`config.mk`:
```
export PLATFORM = sky130hd
export DESIGN_NAME = output_vc_tracker
export DESIGN_NICKNAME = d
export VERILOG_FILES = /design/src/rtl/params_noc.sv /design/src/rtl/vc_credit_counter.sv /design/src/rtl/output_vc_tracker.sv
export SDC_FILE = /design/constraint.sdc
export NUM_CORES = 1
export LEC_CHECK = 0
export ABC_CLOCK_PERIOD_IN_PS = 3200
export CORE_ASPECT_RATIO = 0.9
export CORE_MARGIN = 5
export CORE_UTILIZATION = 40
export DETAILED_ROUTE_END_ITERATION = 8
export PLACE_DENSITY = 0.71
export SYNTH_ARGS = -nofsm -noshare
export SYNTH_HDL_FRONTEND = slang
export SYNTH_HIERARCHICAL = 1
export SYNTH_SLANG_ARGS = --single-unit
```
`constraint.sdc`:
```
create_clock -name clk -period 3.2 [get_ports clk]
set_clock_uncertainty 0.05 [all_clocks]
set_input_delay 0.64 -clock clk [delete_from_list [all_inputs] [get_ports clk]]
set_output_delay 0.64 -clock clk [all_outputs]
set_load 0.005 [all_outputs]
```
`src/rtl/params_noc.sv`:
```
// Shared NoC constants and the per-VC state type used by the output-port VC tracker.
package params_noc;
  localparam int VC_Size         = 1;
  localparam int NUM_VC          = 2 ** VC_Size;
  localparam int DEF_BUFFER_SIZE = 8;
  localparam int CRED_W          = $clog2(DEF_BUFFER_SIZE + 1);

  typedef enum logic [1:0] {
    IDLE   = 2'd0,
    ACTIVE = 2'd1,
    DRAIN  = 2'd2
  } vc_state_t;
endpackage

```
`src/rtl/vc_credit_counter.sv`:
```
// One downstream VC: lifecycle state (IDLE/ACTIVE/DRAIN) plus its credit count.
module vc_credit_counter
  import params_noc::*;
#(
  parameter int BUFFER_SIZE = DEF_BUFFER_SIZE,
  parameter int CNT_W       = $clog2(BUFFER_SIZE + 1)
) (
  input  logic clk,
  input  logic rst,
  input  logic grant,
  input  logic send,
  input  logic tail,
  input  logic credit,
  input  logic free,
  output logic eligible,
  output logic busy,
  output logic avail,
  output logic err
);
  localparam logic [CNT_W-1:0] FULL = CNT_W'(BUFFER_SIZE);

  vc_state_t        state, state_nxt;
  logic [CNT_W-1:0] cnt, cnt_nxt;
  logic             send_ok, credit_ok, free_ok;

  // Each event is judged against the current state; illegal ones are dropped.
  assign send_ok   = send && (state == ACTIVE) && (cnt != '0);
  assign credit_ok = credit && (cnt != FULL);
  assign free_ok   = free && (state == DRAIN);
  assign err       = (send && !send_ok) || (credit && !credit_ok) || (free && !free_ok);

  assign eligible = (state == IDLE) && (cnt == FULL);
  assign busy     = (state != IDLE);
  assign avail    = (cnt != '0);

  always_comb begin
    state_nxt = state;
    cnt_nxt   = cnt;
    case (state)
      IDLE:    if (grant) state_nxt = ACTIVE;
      ACTIVE:  if (send_ok && tail) state_nxt = DRAIN;
      DRAIN:   if (free_ok) state_nxt = IDLE;
      default: state_nxt = IDLE;
    endcase
    if (send_ok && !credit_ok) cnt_nxt = cnt - CNT_W'(1);
    else if (credit_ok && !send_ok) cnt_nxt = cnt + CNT_W'(1);
  end

  always_ff @(posedge clk) begin
    if (rst) begin
      state <= IDLE;
      cnt   <= FULL;
    end else begin
      state <= state_nxt;
      cnt   <= cnt_nxt;
    end
  end
endmodule

```
`src/rtl/output_vc_tracker.sv`:
```
// Output-port tracker of downstream VCs: round-robin VC grant, credit gating, error flag.
module output_vc_tracker
  import params_noc::*;
#(
  parameter int BUFFER_SIZE = DEF_BUFFER_SIZE,
  parameter int NUM_VC      = params_noc::NUM_VC
) (
  input  logic               clk,
  input  logic               rst,
  input  logic               alloc_req_i,
  output logic [VC_Size-1:0] alloc_vc_o,
  output logic               alloc_val_o,
  input  logic               flit_send_i,
  input  logic [VC_Size-1:0] flit_vc_i,
  input  logic               flit_tail_i,
  input  logic               credit_i,
  input  logic [VC_Size-1:0] credit_vc_i,
  input  logic               vc_free_i,
  input  logic [VC_Size-1:0] vc_free_id_i,
  output logic [NUM_VC-1:0]  credit_avail_o,
  output logic [NUM_VC-1:0]  vc_busy_o,
  output logic               err_o
);
  localparam int CNT_W = $clog2(BUFFER_SIZE + 1);

  logic [NUM_VC-1:0]  elig, lerr, grant;
  logic [VC_Size-1:0] ptr, pick, idx;
  logic               found, do_grant;

  for (genvar v = 0; v < NUM_VC; v++) begin : g_vc
    vc_credit_counter #(
      .BUFFER_SIZE(BUFFER_SIZE),
      .CNT_W      (CNT_W)
    ) u_vc (
      .clk     (clk),
      .rst     (rst),
      .grant   (grant[v]),
      .send    (flit_send_i && (flit_vc_i == VC_Size'(v))),
      .tail    (flit_tail_i),
      .credit  (credit_i && (credit_vc_i == VC_Size'(v))),
      .free    (vc_free_i && (vc_free_id_i == VC_Size'(v))),
      .eligible(elig[v]),
      .busy    (vc_busy_o[v]),
      .avail   (credit_avail_o[v]),
      .err     (lerr[v])
    );
  end

  // Search wraps naturally because NUM_VC is a power of two.
  always_comb begin
    found = 1'b0;
    pick  = ptr;
    idx   = '0;
    for (int i = 0; i < NUM_VC; i++) begin
      idx = ptr + VC_Size'(i);
      if (!found && elig[idx]) begin
        found = 1'b1;
        pick  = idx;
      end
    end
  end

  assign do_grant = alloc_req_i && found;
  assign grant    = do_grant ? (NUM_VC'(1) << pick) : '0;

  always_ff @(posedge clk) begin
    if (rst) begin
      ptr         <= '0;
      alloc_val_o <= 1'b0;
      alloc_vc_o  <= '0;
      err_o       <= 1'b0;
    end else begin
      alloc_val_o <= do_grant;
      err_o       <= |lerr;
      if (do_grant) begin
        alloc_vc_o <= pick;
        ptr        <= pick + VC_Size'(1);
      end
    end
  end
endmodule

```
# [Yosys cells after proc, flatten, opt, wreduce, memory -nomap -nowiden]
# Index checks and enable logic that the tools add are counted.
[word_totals] word_cells=106 latchBits=0 output_inout_bits=7 mem_count=0 rom_bits=0 in_bits=10 mem_bits_rw=0 regBits=16
[classes] mux=20 n_bitwise=3 multipliers=0 shift=1 reduce_logical=52 add_sub_neg=6 n_eq_ne=14 n_div=0 n_lt_le_gt_ge=2
[op_table] op="logical AND 1 bit" n=30
[op_table] op="2-to-1 mux 4 bit" n=4
[op_table] op="2-to-1 mux 2 bit" n=7
[op_table] op="case mux 2 bit (3 select lines)" n=2
[op_table] op="adder 4 x 1 -> 4 bit, second input constant" n=2
[op_table] op="equality test 4 bit, second input constant" n=2
[op_table] op="inequality test 2 bit, second input constant" n=4
[op_table] op="inequality test 4 bit, second input constant" n=2
[op_table] op="nonzero test 2 bit" n=4
[op_table] op="nonzero test 4 bit" n=2
[op_table] op="subtractor 4 x 1 -> 4 bit, second input constant" n=2
[op_table] op="zero test 1 bit" n=7
[op_table] op="2-to-1 mux 1 bit" n=7
[op_table] op="AND reduction 3 bit" n=2
[op_table] op="equality test 2 x 1 -> 1 bit, second input constant" n=2
[op_table] op="equality test 2 bit, second input constant" n=2
[op_table] op="zero test 2 bit" n=2
[op_table] op="logical OR 1 bit" n=4
[op_table] op="< comparator 1 x 2 -> 1 bit, second input constant" n=2
[op_table] op="inequality test 2 x 1 -> 1 bit, second input constant" n=2
[op_table] op="inverter 1 bit" n=3
[op_table] op="adder 1 bit, second input constant" n=2
[op_table] op="OR reduction 2 bit" n=1
[op_table] op="<< shifter 1 x 1 -> 2 bit, first input constant" n=1

# [Logic depth before layout (Yosys ltp)]
[logic_depth] depth_word=12 ltp_mapped=11 depth_no_buf=10

# [Cells and area by module]
# The synthesis kept the hierarchy.
[modules_own_cells] module="vc_credit_counter (g_vc[1].u_vc)" cells_per_inst=49 n_inst=1 area_each_um2=429.2 seq_area_each_um2=120.1
[modules_own_cells] module="vc_credit_counter (g_vc[0].u_vc)" cells_per_inst=49 n_inst=1 area_each_um2=427.9 seq_area_each_um2=120.1
[modules_own_cells] module="output_vc_tracker" cells_per_inst=24 n_inst=1 area_each_um2=191.4 seq_area_each_um2=80.1

# [Worst setup path after synthesis]
# No wires, ideal clock.
[synth_timing] kind="register to register" start="register g_vc[0].u_vc.cnt[1]" end="register g_vc[0].u_vc.cnt[2]" stages_incl_launch_ff=12 path_slack_ns=0.830 t_required_ns=3.080 synth_period_minus_slack_ns=2.370 arrival_time_ns=2.250 n_path_buf=1 setup_ns=0.070 path_cell_list="dfxtp_1 > buf_6 > or4_4 > nand2_1 > nor2_1 > ha_1 > xor2_1 > ha_1 > a21oi_1 > xor2_1 > or3_1 > a21oi_1"
[synth_via] elab_chain_len=5
[synth_lines] element="from (decl)" line_no="vc_credit_counter.sv:23" rtl="logic [CNT_W-1:0] cnt, cnt_nxt;"
[synth_lines] element="from (signal assigned)" line_no="vc_credit_counter.sv:55" rtl="cnt <= cnt_nxt;"
[synth_lines] element="nonzero test 4 bit (*)"
[synth_lines] element="via credit_avail_o[0]" line_no="output_vc_tracker.sv:20" rtl="output logic [NUM_VC-1:0] credit_avail_o,"
[synth_lines] element="logical AND 1 bit (*)" line_no="vc_credit_counter.sv:27" rtl="assign send_ok = send && (state == ACTIVE) && (cnt != '0);"
[synth_lines] element="zero test 1 bit" line_no="vc_credit_counter.sv:46" rtl="else if (credit_ok && !send_ok) cnt_nxt = cnt + CNT_W'(1);"
[synth_lines] element="logical AND 1 bit" line_no="vc_credit_counter.sv:46"
[synth_lines] element="nonzero test 2 bit (no source line)"
# The timed path passes the listed nets; every way through them passes the cells marked *. The select of a mux whose other input is x is not followed.
# A chain may end at the register's enable or synchronous reset.

# [Worst setup path after layout]
[layout_timing] start="input port flit_vc_i" end="register g_vc[1].u_vc.cnt[2]"
[layout_via] elab_chain_len=6
[layout_lines] element="from (decl)" line_no="output_vc_tracker.sv:14" rtl="input logic [VC_Size-1:0] flit_vc_i,"
[layout_lines] element="logical AND 1 bit (*)" line_no="output_vc_tracker.sv:38" rtl=".send (flit_send_i && (flit_vc_i == VC_Size'(v))),"
[layout_lines] element="logical AND 1 bit (*) (2 in a row)" line_no="vc_credit_counter.sv:27"
[layout_lines] element="zero test 1 bit" line_no="vc_credit_counter.sv:46"
[layout_lines] element="logical AND 1 bit" line_no="vc_credit_counter.sv:46"
[layout_lines] element="nonzero test 2 bit (no source line)"
[layout_lines] element="to (signal assigned)" line_no="vc_credit_counter.sv:55"
[layout_lines] element="to (decl)" line_no="vc_credit_counter.sv:23"
# Every way passes the cells marked *; elsewhere a longest branch is shown, timed or not.

==> results.txt <==
----------------------------------------------------
[Floorplanning]
  DIE HEIGHT ... 58.6 um
  Top Ports ... 17
  FP Rows ... 17
  Die width ... 64.0 um
  Die area ... 3750 um^2
  Effective utilization at floorplan ... 42.1%
  Total core area ... 2490 um^2

[Synthesis]
  Leading post-synthesis cells by cell area ... sky130_fd_sc_hd__dfxtp_1 31%, sky130_fd_sc_hd__ha_1 7.2%, sky130_fd_sc_hd__nor2_1 5.7%
  Cell type with the largest total area after synthesis ... sky130_fd_sc_hd__dfxtp_1
  Yosys warnings ... 6
  Number of distinct library cells after synthesis ... 34
  Portion of synthesized cell area occupied by the leading cell type ... 30.5%
  Fraction of synthesis flops using an asynchronous set or reset pin ... 0%
  Cell count after synthesis ... 122
  Area of the mapped netlist ... 1050 um^2
  Post-synth top flop ... sky130_fd_sc_hd__dfxtp_1
  Mean area per synthesized cell ... 8.59 um^2
  Most frequent cells after synthesis ... 16 x sky130_fd_sc_hd__dfxtp_1, 16 x sky130_fd_sc_hd__nor2_1, 10 x sky130_fd_sc_hd__nand2_1
  Sequential area share after synthesis ... 30.5%
  Post-synth EDFFs ... 0
  Post-synthesis register bit count ... 16
  Synthesized Nets ... 138

[STA]
  Number of setup violations in the final report ... 0
  TNS Setup ... 0 ns
  Max Clk Rate ... 380 MHz
  Setup repair after global routing missed its margin ... false
  Post-route fraction of the period consumed by the critical path ... 82.3%
  Number of endpoints with negative hold slack in the final report ... 0
  Pins over their slew limit ... 0
  Relative slew margins ... 57.5%
  Min cycle time layout ... 2.63 ns
  Transition time of the tightest slew-check pin ... 0.636 ns

[Worst setup path]
  Endpoint of the most critical register-to-register path ... g_vc[1].u_vc/cnt[2]$_SDFFE_PP0P_
  Startpoint types ... input pin
  Number of cells on the worst reg-to-reg path ... 10
  Largest delay contributor family on the critical path ... simple AND/OR/NAND/NOR gates
  Start of the worst register-to-register path ... g_vc[1].u_vc/cnt[0]$_SDFFE_PP0P_
  Critical path fanouts, max ... 5
  Buffer and inverter count on the worst path ... 1
  Worst-path cell with the longest stage delay ... sky130_fd_sc_hd__clkdlybuf4s50_1
  Class of the most critical setup path ... in2reg
  Highest cell delay on the worst timing path ... 0.48 ns
  Crit path cell chain ... clkdlybuf4s50_1 -> and2_1 -> nand2_1 -> nor2_1 -> ha_1 -> xor2_1 -> ha_1 -> a21oi_1 -> xor2_1 -> or3_1 -> a21oi_1
  Arr. time, crit path ... 2.80 ns
  Critical path endpoint category ... flip-flop
  Register-to-register setup slack ... 0.66 ns
  Worst path required time ... 3.36 ns

[CTS]
  Number of clock sinks ... 16
  TritonCTS clock tree ... built
  Clock slew seen by the registers of the worst setup and hold paths ... 0.09 ns
  Max H-tree Level ... 1
  Root Buffer ... sky130_fd_sc_hd__clkbuf_4
  Clock tree buffer depth ... 2
  Post-CTS Setup Repair Bufs ... 0
  CTS Hold Bufs ... 0
  Cells resized by post-CTS repair ... 0
  Number of buffers created by CTS ... 3
  Clock latency on the worst-skew pair ... 0.29 ns

[Layout]
  Antenna cells ... 0
  Final Cell Area ... 1240 um^2
  Number of nets in the final layout ... 157
  Relative area change from synthesis to final layout ... 18.6%
  Layout cell share with drive strength beyond 1 ... 14.4%

[Min path]
  Type of the tightest min-delay check ... reg2reg
  Worst Hold Depth ... 1
  Worst min-delay path endpoint ... g_vc[0].u_vc/state[0]$_SDFFE_PP0P_
  Hold path start ... g_vc[0].u_vc/state[1]$_SDFFE_PP0P_

[Global routing]
  All-layer global routing usage ... 11.6%
  Antenna violations before repair ... 0
  Vias in the first global route ... 835
  Global-route wire length before repair ... 3.50 mm
  Overflow left after global routing ... 0
  Largest net degree at the start of global routing ... 18

[Drt]
  Via count ... 876
  Final wirelength ... 1.96 mm
  Number of detailed-route iterations in the first pass ... 4
  Vias per cell ... 5.25
  Remaining design rule violation count ... 0
  Detail-routed net length per standard cell ... 11.7 um
  First DRT Iteration DRCs ... 7
  Final antenna-violating net count ... 0

[Status]
  Status ... completed

[Power and ir drop]
  Cell area power density ... 378 nW/um^2
  IR drop worst, VDD ... 0.210 mV
  Static Leakage ... 0.497 nW

[Job]
  Max Cap Violations ... 0

[Placement]
  Count of port buffers added during placement ... 16
  Detailed Place HPWL ... 1.56 mm
  Final weighted congestion of routability-driven global placement ... 0.784
  Area post-placement ... 1220 um^2

----------------------------------------------------
layer usage:
metal | part of all wire, % | GRT usage [%] | up-vias
met5 | 0 | 0 | -
met4 | 1.8 | 6.23 | 0
met3 | 3.7 | 2.48 | 3
met2 | 47 | 18.8 | 14
met1 | 47 | 14.5 | 398
li1 | - | - | 461
layout by cell type, fill, tap and decap left out, types with 2 or more instances in the layout:
master | synthesis | final
sky130_fd_sc_hd__a21oi_1 | 9 | 9
sky130_fd_sc_hd__and2_1 | 3 | 3
sky130_fd_sc_hd__clkbuf_4 | 0 | 3
sky130_fd_sc_hd__clkdlybuf4s50_1 | 0 | 16
sky130_fd_sc_hd__dfxtp_1 | 16 | 16
sky130_fd_sc_hd__ha_1 | 6 | 6
sky130_fd_sc_hd__mux2i_1 | 3 | 3
sky130_fd_sc_hd__mux2i_2 | 2 | 2
sky130_fd_sc_hd__nand2_1 | 10 | 10
sky130_fd_sc_hd__nand2b_1 | 5 | 5
sky130_fd_sc_hd__nand3_1 | 5 | 5
sky130_fd_sc_hd__nand3_2 | 2 | 2
sky130_fd_sc_hd__nor2_1 | 16 | 16
sky130_fd_sc_hd__nor2b_1 | 4 | 4
sky130_fd_sc_hd__nor3_1 | 2 | 2
sky130_fd_sc_hd__nor3_2 | 2 | 2
sky130_fd_sc_hd__nor3b_1 | 4 | 4
sky130_fd_sc_hd__nor3b_2 | 2 | 2
sky130_fd_sc_hd__o21ai_0 | 4 | 4
sky130_fd_sc_hd__o21ai_2 | 2 | 2
sky130_fd_sc_hd__or2_2 | 2 | 2
sky130_fd_sc_hd__or3_1 | 2 | 2
sky130_fd_sc_hd__or4_4 | 2 | 2
sky130_fd_sc_hd__xor2_1 | 6 | 6
kinds of logic (layout without fill, tap and decap cells):
logic type | count (synthesis) | count (layout) | synth area share (%)
mux | 5 | 5 | 5.49
buf+inv | 3 | 20 | 2.51
xor+xnor | 6 | 6 | 5.01
fa+ha+maj | 6 | 6 | 7.16
compound gates | 22 | 22 | 13.5
simple gates | 64 | 64 | 35.8
flops | 16 | 16 | 30.5
stage by stage:
step	worst slack, ns	instances	total power [mW]	hold WS, ns	util [%]
floorplan	0.830	122	0.318	0.385	-
global placement	0.306	164	0.363	0.404	49.1
detailed placement	0.255	164	0.367	0.417	49.1
CTS	0.565	167	0.477	0.434	50.0
global route	0.374	167	0.507	0.448	50.0
finish	0.567	167	0.470	0.430	50.0
power breakdown:
part / switching [mW] / internal, mW
logic: 0.0639 / 0.0713
clock network: 0.0639 / 0.0438
registers: 0.0134 / 0.213
total: 0.141 / 0.328
worst max path at each step:
stage / slack, ns / startpoint / cells after the start / endpoint
5_1_grt: 0.37 / flit_send_i / 11 / g_vc[0].u_vc/cnt[2]$_SDFFE_PP0P_
3_5_place_dp: 0.26 / flit_send_i / 11 / g_vc[0].u_vc/cnt[2]$_SDFFE_PP0P_
3_3_place_gp: 0.31 / flit_send_i / 11 / g_vc[0].u_vc/cnt[2]$_SDFFE_PP0P_
6_report: 0.57 / flit_vc_i / 11 / g_vc[1].u_vc/cnt[2]$_SDFFE_PP0P_
2_1_floorplan: 0.83 / g_vc[0].u_vc/cnt[1]$_SDFFE_PP0P_ / 11 / g_vc[0].u_vc/cnt[2]$_SDFFE_PP0P_
4_1_cts: 0.57 / flit_send_i / 11 / g_vc[0].u_vc/cnt[2]$_SDFFE_PP0P_
sequential cells by signal (all words and copies together) (netlist names):
| signal | count |
|---|---|
| ptr | 1 |
| g_vc.u_vc/cnt | 8 |
| alloc_vc_o | 1 |
| err_o | 1 |
| alloc_val_o | 1 |
| g_vc.u_vc/state | 4 |
area by class of cell:
type | instances | area [um^2]
Fill cell | 228 | 1240
Multi-Input combinational cell | 103 | 702
Sequential cell | 16 | 320
Timing Repair Buffer | 16 | 160
Tap cell | 28 | 35.0
Clock buffer | 3 | 22.5
Inverter | 1 | 3.75
worst register-to-register path: cells and delay by family, from the launching register on:
family | cells | cell delay (ns)
flops | 1 | 0.38
simple gates | 4 | 1.06
fa+ha+maj | 2 | 0.45
compound gates | 2 | 0.28
xor+xnor | 2 | 0.26
(Power assumes the default switching activity.)
